`src/rtl/uartb_burst_rx.sv`:
```
// 8N1 UART receiver with optional 4-byte little-endian burst packing into a 32-bit word.
// q/dv/ovf/ferr update one cycle after the stop-bit sample; no backpressure, a word landing on dv=1 sets ovf.
module uartb_burst_rx #(
  parameter int unsigned DIV_RST     = 7,
  parameter int unsigned SYNC_STAGES = 2
) (
  input  logic        clk,
  input  logic        rst_n,
  input  logic        rxd,
  input  logic [9:0]  d,
  input  logic        wrbaud,
  input  logic        rd,
  output logic [31:0] q,
  output logic        dv,
  output logic        ovf,
  output logic        ferr,
  output logic        busy
);

  typedef enum logic [1:0] {IDLE, START, DATA, STOP} state_t;

  logic [SYNC_STAGES-1:0] sync_q;
  logic [SYNC_STAGES-1:0] fill_q;
  logic                   prev_q;
  logic                   armed_q;
  logic                   rxd_s;
  logic                   fall;

  logic [8:0]  n_q;
  logic        mode_q;
  state_t      state_q, state_d;
  logic [8:0]  cnt_q, cnt_d;
  logic [2:0]  bit_q, bit_d;
  logic [7:0]  sh_q, sh_d;
  logic [1:0]  idx_q, idx_d;
  logic [23:0] asm_q, asm_d;
  logic [31:0] q_q, q_d;
  logic        dv_q, dv_d;
  logic        ovf_q, ovf_d;
  logic        ferr_q, ferr_d;

  logic        stop_ok;
  logic        stop_bad;
  logic        done;
  logic [31:0] word;

  assign rxd_s = sync_q[SYNC_STAGES-1];
  // Edge detection stays disarmed until a genuine high has crossed the synchroniser,
  // so a line held low through reset release never looks like a start bit.
  assign fall  = armed_q && prev_q && !rxd_s;

  always_ff @(posedge clk or negedge rst_n) begin
    if (!rst_n) begin
      sync_q  <= '1;
      fill_q  <= '0;
      prev_q  <= 1'b1;
      armed_q <= 1'b0;
    end else begin
      sync_q  <= {sync_q[SYNC_STAGES-2:0], rxd};
      fill_q  <= {fill_q[SYNC_STAGES-2:0], 1'b1};
      prev_q  <= rxd_s;
      if (fill_q[SYNC_STAGES-1] && rxd_s) begin
        armed_q <= 1'b1;
      end
    end
  end

  always_ff @(posedge clk or negedge rst_n) begin
    if (!rst_n) begin
      n_q    <= DIV_RST[8:0];
      mode_q <= 1'b0;
    end else if (wrbaud) begin
      n_q    <= (d[8:0] < 9'd3) ? 9'd3 : d[8:0];
      mode_q <= d[9];
    end
  end

  always_comb begin
    state_d  = state_q;
    cnt_d    = cnt_q;
    bit_d    = bit_q;
    sh_d     = sh_q;
    idx_d    = idx_q;
    asm_d    = asm_q;
    stop_ok  = 1'b0;
    stop_bad = 1'b0;
    done     = 1'b0;
    word     = {24'h0, sh_q};

    case (state_q)
      IDLE: begin
        if (fall) begin
          cnt_d   = n_q >> 1;
          state_d = START;
        end
      end
      START: begin
        if (cnt_q == 9'd0) begin
          if (rxd_s) begin
            state_d = IDLE;
          end else begin
            cnt_d   = n_q;
            bit_d   = 3'd0;
            state_d = DATA;
          end
        end else begin
          cnt_d = cnt_q - 9'd1;
        end
      end
      DATA: begin
        if (cnt_q == 9'd0) begin
          sh_d  = {rxd_s, sh_q[7:1]};
          cnt_d = n_q;
          bit_d = bit_q + 3'd1;
          if (bit_q == 3'd7) begin
            state_d = STOP;
          end
        end else begin
          cnt_d = cnt_q - 9'd1;
        end
      end
      STOP: begin
        if (cnt_q == 9'd0) begin
          state_d  = IDLE;
          stop_ok  = rxd_s;
          stop_bad = !rxd_s;
        end else begin
          cnt_d = cnt_q - 9'd1;
        end
      end
      default: state_d = IDLE;
    endcase

    if (stop_ok) begin
      if (!mode_q) begin
        done = 1'b1;
      end else begin
        idx_d = idx_q + 2'd1;
        case (idx_q)
          2'd0: asm_d[7:0]   = sh_q;
          2'd1: asm_d[15:8]  = sh_q;
          2'd2: asm_d[23:16] = sh_q;
          default: begin
            done  = 1'b1;
            word  = {sh_q, asm_q};
            asm_d = '0;
          end
        endcase
      end
    end

    if (stop_bad) begin
      idx_d = 2'd0;
      asm_d = '0;
    end

    // A divider write abandons whatever frame or burst was in flight.
    if (wrbaud) begin
      state_d  = IDLE;
      idx_d    = 2'd0;
      asm_d    = '0;
      done     = 1'b0;
      stop_bad = 1'b0;
    end
  end

  always_comb begin
    q_d    = q_q;
    dv_d   = dv_q;
    ovf_d  = ovf_q;
    ferr_d = ferr_q;
    if (rd) begin
      dv_d   = 1'b0;
      ovf_d  = 1'b0;
      ferr_d = 1'b0;
    end
    if (done) begin
      if (!dv_q || rd) begin
        q_d  = word;
        dv_d = 1'b1;
      end else begin
        ovf_d = 1'b1;
      end
    end
    if (stop_bad) begin
      ferr_d = 1'b1;
    end
  end

  always_ff @(posedge clk or negedge rst_n) begin
    if (!rst_n) begin
      state_q <= IDLE;
      cnt_q   <= '0;
      bit_q   <= '0;
      sh_q    <= '0;
      idx_q   <= '0;
      asm_q   <= '0;
      q_q     <= '0;
      dv_q    <= 1'b0;
      ovf_q   <= 1'b0;
      ferr_q  <= 1'b0;
    end else begin
      state_q <= state_d;
      cnt_q   <= cnt_d;
      bit_q   <= bit_d;
      sh_q    <= sh_d;
      idx_q   <= idx_d;
      asm_q   <= asm_d;
      q_q     <= q_d;
      dv_q    <= dv_d;
      ovf_q   <= ovf_d;
      ferr_q  <= ferr_d;
    end
  end

  assign q    = q_q;
  assign dv   = dv_q;
  assign ovf  = ovf_q;
  assign ferr = ferr_q;
  assign busy = (state_q != IDLE);

endmodule

```
`config.mk`:
```
export PLATFORM = sky130hd
export DESIGN_NAME = uartb_burst_rx
export DESIGN_NICKNAME = d
export VERILOG_FILES = /design/src/rtl/uartb_burst_rx.sv
export SDC_FILE = /design/constraint.sdc
export NUM_CORES = 1
export LEC_CHECK = 0
export BUFFER_PORTS_ARGS = -buffer_cell sky130_fd_sc_hd__buf_2
export CAP_MARGIN = 10
export CORE_AREA = 10 10 109 111
export DETAILED_ROUTE_END_ITERATION = 10
export DIE_AREA = 0 0 119 121
export GPL_TIMING_DRIVEN = 0
export PLACE_DENSITY = 0.8
export SLEW_MARGIN = 15
export SYNTH_ARGS = -nofsm -noshare
export SYNTH_HDL_FRONTEND = slang
export SYNTH_SLANG_ARGS = --single-unit
```
`constraint.sdc`:
```
create_clock -name clk -period 2.6 [get_ports clk]
set_input_delay 0.52 -clock clk [delete_from_list [all_inputs] [get_ports clk]]
set_output_delay 0.52 -clock clk [all_outputs]
set_load 0.01 [all_outputs]
```
Word level (Yosys, flattened, before mapping)
Cells that the tools add are included.
{ "op_classes": {"n_mux": 50, "n_lt_le_gt_ge": 1, "n_addsub": 3, "n_reduce_logical": 27, "eq_ne": 20} }
{ "op_table": {"columns": ["op", "n"], "rows": [
  ["$mux W24", 4],
  ["$mux W32", 3],
  ["$mux W9", 6],
  ["$pmux W8 S2", 3],
  ["$pmux W9 S4", 1],
  ["$mux W2", 11],
  ["$ne A3 B3 Y1 const B", 6],
  ["$mux W1", 17],
  ["$reduce_and A3 Y1", 4],
  ["$ne A2 B2 Y1 const B", 5],
  ["$logic_not A9 Y1", 1],
  ["$lt A9 B2 Y1 const B", 1],
  ["$mux W3", 3],
  ["$ne A3 B1 Y1 const B", 3],
  ["$sub A9 B1 Y9 const B", 1],
  ["$pmux W2 S4", 1],
  ["$eq A2 B2 Y1 const B", 3],
  ["$pmux W3 S2", 1],
  ["$reduce_and A2 Y1", 3],
  ["$reduce_bool A2 Y1", 3],
  ["$reduce_bool A3 Y1", 2],
  ["$reduce_or A2 Y1", 3],
  ["$reduce_and A5 Y1", 1],
  ["$eq A2 B1 Y1 const B", 2],
  ["9 further kinds", 13]
]} }
{ "totals": {"inputBits": 15, "register_bits": 99, "elab_cells": 119, "output_inout_bits": 36} }

Depth between registers and ports, before layout
Gate-level depths: netlist of run 1.
{ "logic_depth": {"ltp_word": 7, "mapped_depth": 8, "mapped_depth_nobuf": 6} }

Least setup slack after synthesis of run 1
Ideal clock, no wire load.
{ "synth_path": {"path_kind": "register to register", "start": "register cnt_q[0]", "end": "register q_q[0], in the netlist q[0]", "required_ps": 2472, "setup_time_ps": 128, "n_path_buf": 1, "arrival_time_ps": 2245, "path_stages_with_launch": 8, "synth_period_minus_slack_ps": 2372, "setup_slack_ps": 228, "cell_sequence": "dfrtp_1 > inv_1 > ha_1 > or4b_4 > buf_6 > nor3_4 > mux2_2 > mux2_1"} }
{ "synth_via": {"elab_chain_cells": 6, "word_cells_on_any_way": 7, "cone_classes": "mux (5); reduce/logical (2)"} }
{ "synth_lines": {"columns": ["item", "line_no", "source"], "rows": [
  ["start: declaration", "32", "logic [8:0] cnt_q, cnt_d;"],
  ["start signal: assignment", "204", "cnt_q <= cnt_d;"],
  ["$logic_not A9 Y1 (*)", "123", "if (cnt_q == 9'd0) begin"],
  ["$mux W1 (*)", "123", null],
  ["$mux W1 (*)", "90", "case (state_q)"],
  ["$mux W1", "134", "if (stop_ok) begin"],
  ["$mux W1", "158", "if (wrbaud) begin"],
  ["$reduce_and A2 Y1 (no source line)", null, null],
  ["end signal: assignment", "209", "q_q <= q_d;"],
  ["end: declaration", "37", "logic [31:0] q_q, q_d;"]
]} }
Mark *: on every way between the ends. The rest lies on a longest branch, timed or not.
A chain may end at the register's enable or synchronous reset.

Final worst setup path of run 1
{ "layout_path": {"start": "register cnt_q[1]", "end": "register q_q[1], in the netlist q[1]"} }
The elaborated chain is that of the path after synthesis.

==> results.rst, run 1 <==
.. list-table::
   :header-rows: 1

   * - Metric
     - Value
   * - Die Height
     - 121 µm
   * - Max-cap violation count
     - 0
   * - Worst min-delay path category
     - in2async
   * - Area of the die
     - 14,400 µm²
   * - Capture instance of the worst register-to-register path
     - q[1]$_DFFE_PN0P_
   * - Syn Std Cell Area
     - 4710 µm²
   * - Fin Setup TNS
     - 0 ns
   * - Total met2 wirelength after detailed routing
     - 5580 µm
   * - CTS Hold Bufs
     - 0
   * - Run status
     - finished, final reports clean
   * - Vias in the first global route
     - 3,688
   * - Most frequent cells in the layout
     - sky130_fd_sc_hd__dfrtp_1, sky130_fd_sc_hd__buf_2, sky130_fd_sc_hd__a22o_1
   * - Setup repair after global routing missed its margin
     - no
   * - Iteration-0 DRC Markers
     - 235
   * - Critical path peak fanout
     - 10
   * - Horiz. Die Dim
     - 119 µm
   * - Sequential share of the synthesized area
     - 52.8%
   * - Most instantiated flip-flop cell in the synthesis netlist
     - sky130_fd_sc_hd__dfrtp_1
   * - DRT met1 WL
     - 4750 µm
   * - Endpoint arrival time on the critical path
     - 2.77 ns
   * - Clock transition at the register clock pins on the worst setup and hold paths after CTS
     - 0.11 ns
   * - Actual slew at the worst max-slew pin
     - 0.885 ns
   * - Placer congestion estimate
     - 0.877
   * - Hold Slack
     - 0.0850 ns
   * - Worst slew margin
     - 40.5%
   * - CP Data Required Time
     - 2.87 ns
   * - 1st-pass router iterations
     - 5
   * - Wire length of the first global-routing pass
     - 18,800 µm
   * - Global route overflow
     - 0
   * - Count of mapped cells out of synthesis
     - 384
   * - Area occupied by registers
     - 2480 µm²
   * - Fmax achieved
     - 400 MHz
   * - Routed vias/inst
     - 6.05
   * - Total non-filler cell area in the finished layout
     - 5420 µm²
   * - Number of warnings reported in the yosys synthesis log
     - 0
   * - Post-route clock period utilization
     - 96.3%
   * - Layout cell share with drive strength beyond 1
     - 29.9%
   * - DR WL/cell
     - 19.3 µm
   * - Final core utilization
     - 56.2%
   * - Reg2Reg Launch Point
     - cnt_q[1]$_DFFE_PN0P_
   * - Syn nets
     - 411
   * - Overall routing resource usage
     - 15.8%
   * - Skew-Pair Late Insertion Delay
     - 0.39 ns
   * - Commonest non-fill, non-tap cell in the layout
     - sky130_fd_sc_hd__dfrtp_1
   * - Total count of max-transition violations in the final report
     - 0
   * - Leakage component of the power
     - 2.61 nW
   * - Post-layout min period
     - 2.50 ns
   * - Yosys reg bits
     - 99
   * - Syn avg cell area
     - 12.3 µm²
   * - Standard cell core area
     - 9640 µm²
   * - Reg2reg path depth
     - 8
   * - Count of final setup violators
     - 0
   * - Met3 wire len
     - 810 µm
   * - Share of async-settable or async-resettable flops after synthesis
     - 100%
   * - CTS tree
     - done
   * - Area post-placement
     - 5150 µm²
   * - Max clock buf depth
     - 2
   * - Number of fill cells in the layout
     - 816
   * - Htree depth
     - 3
   * - ANT cells
     - 0
   * - DRC Markers
     - 0
   * - Number of synthesized flops with an enable pin
     - 0
   * - Count of clock tree sinks
     - 99
   * - Power consumption
     - 3.83 mW
   * - Final hold violation count
     - 0
   * - Count of nets after finishing
     - 474
   * - Largest net degree at the start of global routing
     - 66
   * - Total power divided by cell area
     - 707 nW/µm²
   * - Maximum clock skew at final layout
     - 0.0112 ns
   * - Highest metal layer used by the detailed router
     - met4
   * - Count of buffers from port buffering
     - 49
   * - Worst IR drop on VDD
     - 0.389 mV
   * - Clock root buffer master
     - sky130_fd_sc_hd__clkbuf_8
   * - Row count
     - 36
   * - Total wire length
     - 11,300 µm
   * - Area growth, synth to finish
     - 15.1%
   * - Nature of the critical path startpoint
     - flop
   * - Startpoint-to-endpoint class of the critical path
     - reg2reg
   * - Synth unique cells
     - 71
   * - Footprint of the multi-input gates
     - 2080 µm²
   * - Initial core utilization
     - 48.9%
   * - CP endpoint kind
     - flop
   * - Number of clock buffers inserted by TritonCTS
     - 9
   * - # IOs
     - 51
   * - Flop2flop setup slack
     - 0.1 ns
   * - Hpwl dp
     - 8000 µm
   * - Vias
     - 3,542
   * - Remaining antenna violation count after routing
     - 0
   * - Initial antenna violation count
     - 0
## state kept, by name (all words and copies together) (netlist names), 2 cells and up
signal / cells
asm_q: 24
sh_q: 8
q: 32
state_q: 2
cnt_q: 9
idx_q: 2
bit_q: 3
n_q: 9
fill_q: 2
sync_q: 2
## cell families (layout without fill, tap and decap cells)
logic type,after synthesis,in the layout,share of synthesized area (%)
other,1,1,0.0796
AO/OA/AOI/OAI,124,124,22.1
multiplexers,32,32,8.05
flip-flops,99,99,52.8
buffers and inverters,39,107,3.77
adder cells (fa/ha/maj),12,12,3.19
AND/OR/NAND/NOR,77,77,10.0
## what timing repair did
action                     CTS  global route
gates resized for setup      1             9
setup endpoints to repair   13            54
pin swaps                    1             0
setup buffers                1             1
## worst max-delay path by stage
stage	start	depth (start not counted)	slack (ns)	endpoint
after global placement	cnt_q[0]$_DFFE_PN0P_	7	-0.008	cnt_q[1]$_DFFE_PN0P_
after global routing	cnt_q[1]$_DFFE_PN0P_	8	0.008	q[1]$_DFFE_PN0P_
final	cnt_q[1]$_DFFE_PN0P_	8	0.1	q[1]$_DFFE_PN0P_
after detailed placement	cnt_q[0]$_DFFE_PN0P_	7	-0.07	q[1]$_DFFE_PN0P_
after CTS	cnt_q[0]$_DFFE_PN0P_	8	0.008	q[1]$_DFFE_PN0P_
after floorplan	cnt_q[0]$_DFFE_PN0P_	7	0.23	q[0]$_DFFE_PN0P_
## worst max-delay path: stages (launching register included)
cell	delay, ns
sky130_fd_sc_hd__dfrtp_1	0.41
sky130_fd_sc_hd__inv_1	0.10
sky130_fd_sc_hd__ha_2	0.20
sky130_fd_sc_hd__or4b_4	0.49
sky130_fd_sc_hd__buf_6	0.18
sky130_fd_sc_hd__nor3_4	0.21
sky130_fd_sc_hd__buf_12	0.15
sky130_fd_sc_hd__mux2_2	0.34
sky130_fd_sc_hd__mux2_1	0.29
## power by group
part | switching, mW | internal [mW] | total (mW)
Clock | 0.628 | 0.392 | 1.02
Combinational | 0.682 | 0.380 | 1.06
Sequential | 0.115 | 1.63 | 1.75
Total | 1.43 | 2.40 | 3.83
## Yosys cell counts (all sizes together) (2+ instances only)
library cell	instances	share of area, %
a2111oi	2	0.77
a211oi	5	1.1
a21o	3	0.48
a21oi	5	0.53
a221o	2	0.43
a22o	48	8.9
a22oi	3	0.48
a2bb2oi	2	0.37
a31oi	2	0.27
a32o	3	0.64
a41oi	3	0.56
buf	12	1.6
clkbuf	10	0.80
dfrtp	93	49
dfstp	6	3.3
ha	12	3.2
inv	16	1.3
mux2	29	7.4
mux2i	3	0.64
nand2	19	1.5
nand2b	5	0.66
nand3	7	0.74
nand3b	2	0.32
nand4	3	0.40
nor2	11	1.0
nor3	9	1.3
nor3b	3	0.58
nor4	5	0.66
nor4b	4	0.88
o2111ai	3	0.56
o211a	4	0.85
o211ai	2	0.32
o21ai	13	1.4
o22a	2	0.37
o22ai	6	1.2
o31ai	3	0.48
o32ai	2	0.37
or4	2	0.40
## routing by layer
layer	vias up	track usage (%)
met1	1784	19.3
met3	16	4.09
met4	0	4.81
li1	1609	-
met2	133	26.8
met5	-	0
## stage by stage
stage,std cells,worst slack [ns]
floorplan,384,0.228
global placement,566,-0.00756
detailed placement,567,-0.0682
CTS,584,0.00777
global route,585,0.00754
finish,585,0.0973
## cell type report
class / count / area share [%]
multi-input cells: 246 / 38.4
well taps: 133 / 3.07
clock inverters: 7 / 1.50
plain buffers: 22 / 2.12
clock buffers: 9 / 2.29
inverters: 17 / 1.18
repair buffers: 52 / 5.59
flip-flops and latches: 99 / 45.9
Note: power is estimated with default switching activity, not from simulation.
==> run 2: changes to the inputs <==
==> constraint.sdc (replaced) <==
create_clock -name clk -period 2.35 [get_ports clk]
set_input_delay 0.235 -clock clk [delete_from_list [all_inputs] [get_ports clk]]
set_output_delay 0.235 -clock clk [all_outputs]
set_load 0.01 [all_outputs]
==> results.rst, run 2 (synthesis gave the netlist of run 1 again) <==
.. list-table::
   :header-rows: 1

   * - Metric
     - Value
   * - Hpwl dp
     - 7970 µm (-0.40%)
   * - Die Height
     - 121 µm (unchanged)
   * - Area post-placement
     - 5150 µm² (about the same)
   * - Startpoint-to-endpoint class of the critical path
     - reg2reg
   * - Overall routing resource usage
     - 15.8% (about the same)
   * - Count of nets after finishing
     - 485 (+2.3%)
   * - Number of flip-flops in the largest register
     - 32 (unchanged)
   * - Clock root buffer master
     - sky130_fd_sc_hd__clkbuf_8
   * - Critical path's top delay family
     - simple AND/OR/NAND/NOR gates
   * - Placer congestion estimate
     - 0.953 (+8.7%)
   * - Wire length of the first global-routing pass
     - 18,900 µm (+0.77%)
   * - Flop2flop setup slack
     - -0.004 ns (-0.10 ns)
   * - Count of clock tree sinks
     - 99 (unchanged)
   * - Final core utilization
     - 58.2% (+2.0 points)
   * - Worst slew margin
     - 44.8% (+4.3 points)
   * - Fmax achieved
     - 425 MHz (+6.3%)
   * - Setup repair after global routing missed its margin
     - yes
   * - Worst min-delay path category
     - in2reg
   * - Htree depth
     - 3 (unchanged)
   * - Initial antenna violation count
     - 0 (unchanged)
   * - Actual slew at the worst max-slew pin
     - 0.826 ns (-0.0596 ns)
   * - Vias
     - 3,591 (+1.4%)
   * - Routed vias/inst
     - 6.03 (-0.49%)
   * - CP cell instances
     - inv_2, ha_4, or4b_4, buf_12, nor3_4, buf_6, mux2_2, mux2_4
   * - Area occupied by registers
     - 2480 µm² (unchanged)
   * - Row count
     - 36 (unchanged)
   * - CP endpoint kind
     - flop
   * - Vias in the first global route
     - 3,625 (-1.7%)
   * - Area of the die
     - 14,400 µm² (unchanged)
   * - Area growth, synth to finish
     - 19.2%
   * - End of the critical path
     - q[3]$_DFFE_PN0P_
   * - Initial core utilization
     - 48.9% (unchanged)
   * - DRC Markers
     - 0 (unchanged)
   * - Capture instance of the worst register-to-register path
     - q[3]$_DFFE_PN0P_
   * - Total wire length
     - 11,500 µm (+1.5%)
   * - Count of final setup violators
     - 3 (+3)
   * - Standard cell core area
     - 9640 µm² (unchanged)
   * - Failing checks
     - negative setup slack
   * - 1st-pass router iterations
     - 5 (unchanged)
   * - Total non-filler cell area in the finished layout
     - 5610 µm² (+3.6%)
   * - Leakage component of the power
     - 2.67 nW (+2.4%)
   * - Run status
     - finished with violations
   * - Max incr delay on CP
     - 0.48 ns (about the same)
   * - Critical path peak fanout
     - 6 (-4)
   * - Largest net degree at the start of global routing
     - 71 (+7.6%)
   * - Layout cell share with drive strength beyond 1
     - 33.0% (+3.2 points)
   * - PnR worst setup slack
     - -0.00431 ns (-0.102 ns)
   * - Maximum clock skew at final layout
     - 0.0262 ns (+0.0150 ns)
   * - Nature of the critical path startpoint
     - flop
   * - Max clock buf depth
     - 2 (unchanged)
   * - Count of buffers from port buffering
     - 49 (unchanged)
   * - Total power divided by cell area
     - 790 nW/µm² (+12%)
   * - Horiz. Die Dim
     - 119 µm (unchanged)
   * - Cell with the biggest individual delay on the critical path
     - sky130_fd_sc_hd__or4b_4
   * - Total count of max-transition violations in the final report
     - 0 (unchanged)
   * - # IOs
     - 51 (unchanged)
   * - Cell depth of the worst setup path
     - 8 (unchanged)
   * - Number of clock buffers inserted by TritonCTS
     - 9 (unchanged)
   * - Clock transition at the register clock pins on the worst setup and hold paths after CTS
     - 0.11 ns (about the same)
   * - CP Data Required Time
     - 2.62 ns (-0.25 ns)
   * - Iteration-0 DRC Markers
     - 278 (+18%)
   * - DR WL/cell
     - 19.2 µm (-0.36%)
   * - Power consumption
     - 4.43 mW (+16%)
   * - Endpoint arrival time on the critical path
     - 2.63 ns (-0.14 ns)
   * - Global route overflow
     - 0 (unchanged)
   * - CTS tree
     - done
   * - Remaining antenna violation count after routing
     - 0 (unchanged)
   * - Skew-Pair Late Insertion Delay
     - 0.38 ns (about the same)
   * - Worst IR drop on VDD
     - 0.618 mV (+59%)
   * - Most frequent cells in the layout
     - sky130_fd_sc_hd__dfrtp_1, sky130_fd_sc_hd__buf_2, sky130_fd_sc_hd__a22o_1
   * - Post-route clock period utilization
     - 100% (+3.9 points)
   * - Number of fill cells in the layout
     - 817 (+0.12%)
   * - Critical Path Start
     - cnt_q[0]$_DFFE_PN0P_
   * - Reg2reg path depth
     - 8 (unchanged)
   * - ANT cells
     - 0 (unchanged)
   * - Max-cap violation count
     - 0 (unchanged)
   * - Footprint of the multi-input gates
     - 2160 µm² (+3.6%)
   * - Worst path bufs/invs
     - 3 (unchanged)
   * - Post-layout min period
     - 2.35 ns (-0.148 ns)
   * - Final hold violation count
     - 0 (unchanged)
   * - Reg2Reg Launch Point
     - cnt_q[0]$_DFFE_PN0P_
   * - Commonest non-fill, non-tap cell in the layout
     - sky130_fd_sc_hd__dfrtp_1
## run 2: where the power goes
part | internal [mW] | switching (mW) | total [mW]
Sequential | 1.80 | 0.123 | 1.93
Combinational | 0.544 | 0.823 | 1.37
Clock | 0.432 | 0.702 | 1.13
## run 2: what timing repair did
| item | CTS | global route |
|---|---|---|
| gates resized for setup | 10 | 21 |
| hold buffers | 2 | 0 |
| endpoints found under the setup margin | 56 | 66 |
| setup buffers | 9 | 3 |
| endpoints found under the hold margin | 25 | 0 |
| pin swaps | 2 | 1 |
## run 2: stage by stage
step	TNS [ns]	instances	hold WS, ns	setup WS (ns)
after floorplan	-0.0393	384	-0.0606	-0.0118
after global placement	-3.11	566	0.331	-0.220
after global routing	-1.89	596	0.0402	-0.0968
after detailed placement	-3.79	567	0.136	-0.287
final	-0.00705	596	0.0461	-0.00431
after CTS	0	594	0.0392	0.00584
## run 2: area by class of cell
class / count / share of cell area, %
Timing Repair Buffer: 64 / 7.13
Clock buffer: 9 / 2.21
Tap cell: 133 / 2.97
Inverter: 17 / 1.20
Sequential cell: 99 / 44.3
Multi-Input combinational cell: 246 / 38.4
Buffer: 21 / 2.16
Clock inverter: 7 / 1.63
## run 2: per-layer routing
metal  wire, µm  up-vias  share of wire [%]  track usage (%)
met1       5010     1807                 44             20.1
li1           -     1634                  -                -
met5          0        -                  0                0
met3        711       13                6.2             3.77
met4        144        0                1.3             4.20
met2       5590      137                 49             26.4
## run 2: worst min path at each step
stage          cells past startpoint                 from                   to
2_1_floorplan                      0                rst_n  armed_q$_DFFE_PN0P_
3_3_place_gp                       0  fill_q[0]$_DFF_PN0_  fill_q[1]$_DFF_PN0_
3_5_place_dp                       1                rst_n        ovf$_DFF_PN0_
4_1_cts                            2                   rd     ferr$_DFFE_PN0P_
5_1_grt                            2                   rd     ferr$_DFFE_PN0P_
6_report                           2                   rd     ferr$_DFFE_PN0P_
==> run 3: changes to the inputs <==
Settings changed: CELL_PAD_IN_SITES_DETAIL_PLACEMENT from default to 2, CELL_PAD_IN_SITES_GLOBAL_PLACEMENT from default to 2, CORE_AREA 10 10 109 111 to 10 10 120 122, DIE_AREA 0 0 119 121 to 0 0 130 132, PLACE_DENSITY 0.8 to 0.9, SKIP_CTS_REPAIR_TIMING from default to 1.
==> results.rst, run 3 (synthesis gave the netlist of run 1 again) <==
.. list-table::
   :header-rows: 1

   * - Metric
     - Value
   * - Clock transition at the register clock pins on the worst setup and hold paths after CTS
     - 0.07 ns (-0.04 ns)
   * - Total non-filler cell area in the finished layout
     - 5710 µm² (+1.8%)
   * - Commonest non-fill, non-tap cell in the layout
     - sky130_fd_sc_hd__dfrtp_1
   * - Total wire length
     - 15,100 µm (+31%)
   * - Worst IR drop on VDD
     - 0.381 mV (-38%)
   * - Number of flip-flops in the largest register
     - 32 (unchanged)
   * - Remaining antenna violation count after routing
     - 0 (unchanged)
   * - Actual slew at the worst max-slew pin
     - 0.816 ns (-0.00976 ns)
   * - GRT met1 Usage
     - 20.1% (+0.025 points)
   * - Cell with the biggest individual delay on the critical path
     - sky130_fd_sc_hd__or4b_4
   * - CP endpoint kind
     - flop
   * - Largest net degree at the start of global routing
     - 77 (+8.5%)
   * - CTS tree
     - done
   * - Max-cap violation count
     - 0 (unchanged)
   * - Total power divided by cell area
     - 854 nW/µm² (+8.2%)
   * - Hpwl dp
     - 10,500 µm (+32%)
   * - Vias
     - 3,653 (+1.7%)
   * - Worst min-delay path category
     - in2reg
   * - Post-placement worst setup slack
     - -0.457 ns (-0.170 ns)
   * - Overall routing resource usage
     - 17.7% (+1.9 points)
   * - Area growth, synth to finish
     - 21.3%
   * - Hold Slack
     - 0.0867 ns (+0.0405 ns)
   * - Die Height
     - 132 µm (+9.1%)
   * - Met3 track demand over resource in global routing
     - 4.22% (+0.45 points)
   * - Wire length of the first global-routing pass
     - 23,700 µm (+25%)
   * - Initial antenna violation count
     - 1 (+1)
   * - Count of buffers from port buffering
     - 49 (unchanged)
   * - Count of nets after finishing
     - 481 (-0.82%)
   * - 1st-pass router iterations
     - 4 (-1)
   * - Count of final setup violators
     - 8 (+5)
   * - Row count
     - 40 (+11%)
   * - Most used routing layer
     - met2
   * - Max clock buf depth
     - 2 (unchanged)
   * - Max incr delay on CP
     - 0.51 ns (+0.03 ns)
   * - CP Data Required Time
     - 2.58 ns (-0.04 ns)
   * - Placer congestion estimate
     - 0.843 (-12%)
   * - CP cell instances
     - inv_2, ha_4, or4b_4, buf_12, nor3_4, buf_12, mux2_4, mux2_4
   * - Routed vias/inst
     - 6.02 (-0.12%)
   * - Post-layout min period
     - 2.40 ns (+0.0434 ns)
   * - Initial core utilization
     - 39.5% (-9.3 points)
   * - Layout cell share with drive strength beyond 1
     - 33.6% (+0.51 points)
   * - DR WL/cell
     - 24.8 µm (+29%)
   * - Final hold violation count
     - 0 (unchanged)
   * - Setup repair after global routing missed its margin
     - yes
   * - Htree depth
     - 3 (unchanged)
   * - PnR worst setup slack
     - -0.0477 ns (-0.0434 ns)
   * - Leakage component of the power
     - 2.70 nW (+1.0%)
   * - Worst slew margin
     - 45.4% (+0.65 points)
   * - Count of clock tree sinks
     - 99 (unchanged)
   * - Fmax achieved
     - 417 MHz (-1.8%)
   * - Endpoint arrival time on the critical path
     - 2.63 ns (about the same)
   * - Maximum clock skew at final layout
     - 0.0103 ns (-0.0160 ns)
   * - Nature of the critical path startpoint
     - flop
   * - Clock root buffer master
     - sky130_fd_sc_hd__clkbuf_16
   * - Skew-Pair Late Insertion Delay
     - 0.36 ns (-0.02 ns)
   * - Number of fill cells in the layout
     - 1,195 (+46%)
   * - Failing checks
     - negative setup slack
   * - Vias in the first global route
     - 4,094 (+13%)
   * - Standard cell core area
     - 11,900 µm² (+24%)
   * - Critical path peak fanout
     - 8 (+2)
   * - Met2 usage
     - 30.9% (+4.5 points)
   * - Area post-placement
     - 5170 µm² (+0.34%)
   * - # IOs
     - 51 (unchanged)
   * - Number of clock buffers inserted by TritonCTS
     - 9 (unchanged)
   * - DRC Markers
     - 0 (unchanged)
   * - Total count of max-transition violations in the final report
     - 0 (unchanged)
   * - Post-route clock period utilization
     - 102% (+1.8 points)
   * - Horiz. Die Dim
     - 130 µm (+9.2%)
   * - Most frequent cells in the layout
     - sky130_fd_sc_hd__dfrtp_1, sky130_fd_sc_hd__buf_2, sky130_fd_sc_hd__a22o_1
   * - Startpoint-to-endpoint class of the critical path
     - reg2reg
   * - Run status
     - finished with violations
   * - Global route overflow
     - 0 (unchanged)
   * - Area of the die
     - 17,200 µm² (+19%)
   * - Iteration-0 DRC Markers
     - 273 (-1.8%)
## run 3: cell count changes in the layout (fill, tap and decap cells not counted), sizes merged
cell / delta
diode: +1
clkinvlp: +2
buf: -3
clkinv: -3
## run 3: layout make-up
type	instances	area (µm²)	area share [%]
repair buffers	61	379	6.64
clock buffers	10	239	4.18
well taps	147	184	3.22
inverters	17	67.6	1.18
flip-flops and latches	99	2490	43.6
multi-input cells	246	2180	38.1
clock inverters	6	55.1	0.964
diodes	1	2.50	0.0438
plain buffers	20	119	2.08
## run 3: worst paths after layout
check	start	endpoint	slack, ns	cells past startpoint
worst max-delay path	cnt_q[0]$_DFFE_PN0P_	q[3]$_DFFE_PN0P_	-0.05	8
worst min-delay path	rd	ferr$_DFFE_PN0P_	0.09	2
worst max register to register	cnt_q[0]$_DFFE_PN0P_	q[3]$_DFFE_PN0P_	-0.05	8
worst min register to register	sync_q[0]$_DFF_PN1_	sync_q[1]$_DFF_PN1_	0.35	0
max in group asynchronous	rst_n	prev_q$_DFF_PN1_	1.36	3
min in group asynchronous	rst_n	mode_q$_DFFE_PN0P_	0.30	2
## run 3: report_power, final
part / total [mW] / switching [mW] / internal, mW
logic: 1.44 / 0.884 / 0.552
clock network: 1.47 / 0.703 / 0.768
registers: 1.97 / 0.165 / 1.81
total: 4.88 / 1.75 / 3.12
## run 3: critical path, delay by kind of cell, from the launching register on
family	cells	cell delay (ns)
buffers and inverters	3	0.44
and+or+nand+nor	2	0.70
muxes	2	0.59
DFF	1	0.40
adders and majority gates	1	0.15
## run 3: layer usage
layer  share of wire (%)  up-vias
li1                    -     1618
met1                  41     1918
met2                  52       91
met3                 4.9       26
met4                 2.1        0
met5                   0        -
## run 3: stage by stage
step	TNS, ns	power [mW]	std cells	utilization [%]
final	-0.225	4.88	607	47.9
after global routing	-1.25	5.11	606	47.9
after CTS	-17.85	4.63	597	45.9
after detailed placement	-13.82	3.13	581	43.4
after global placement	-5.24	3.04	580	43.1
after floorplan	-0.0393	2.74	384	-
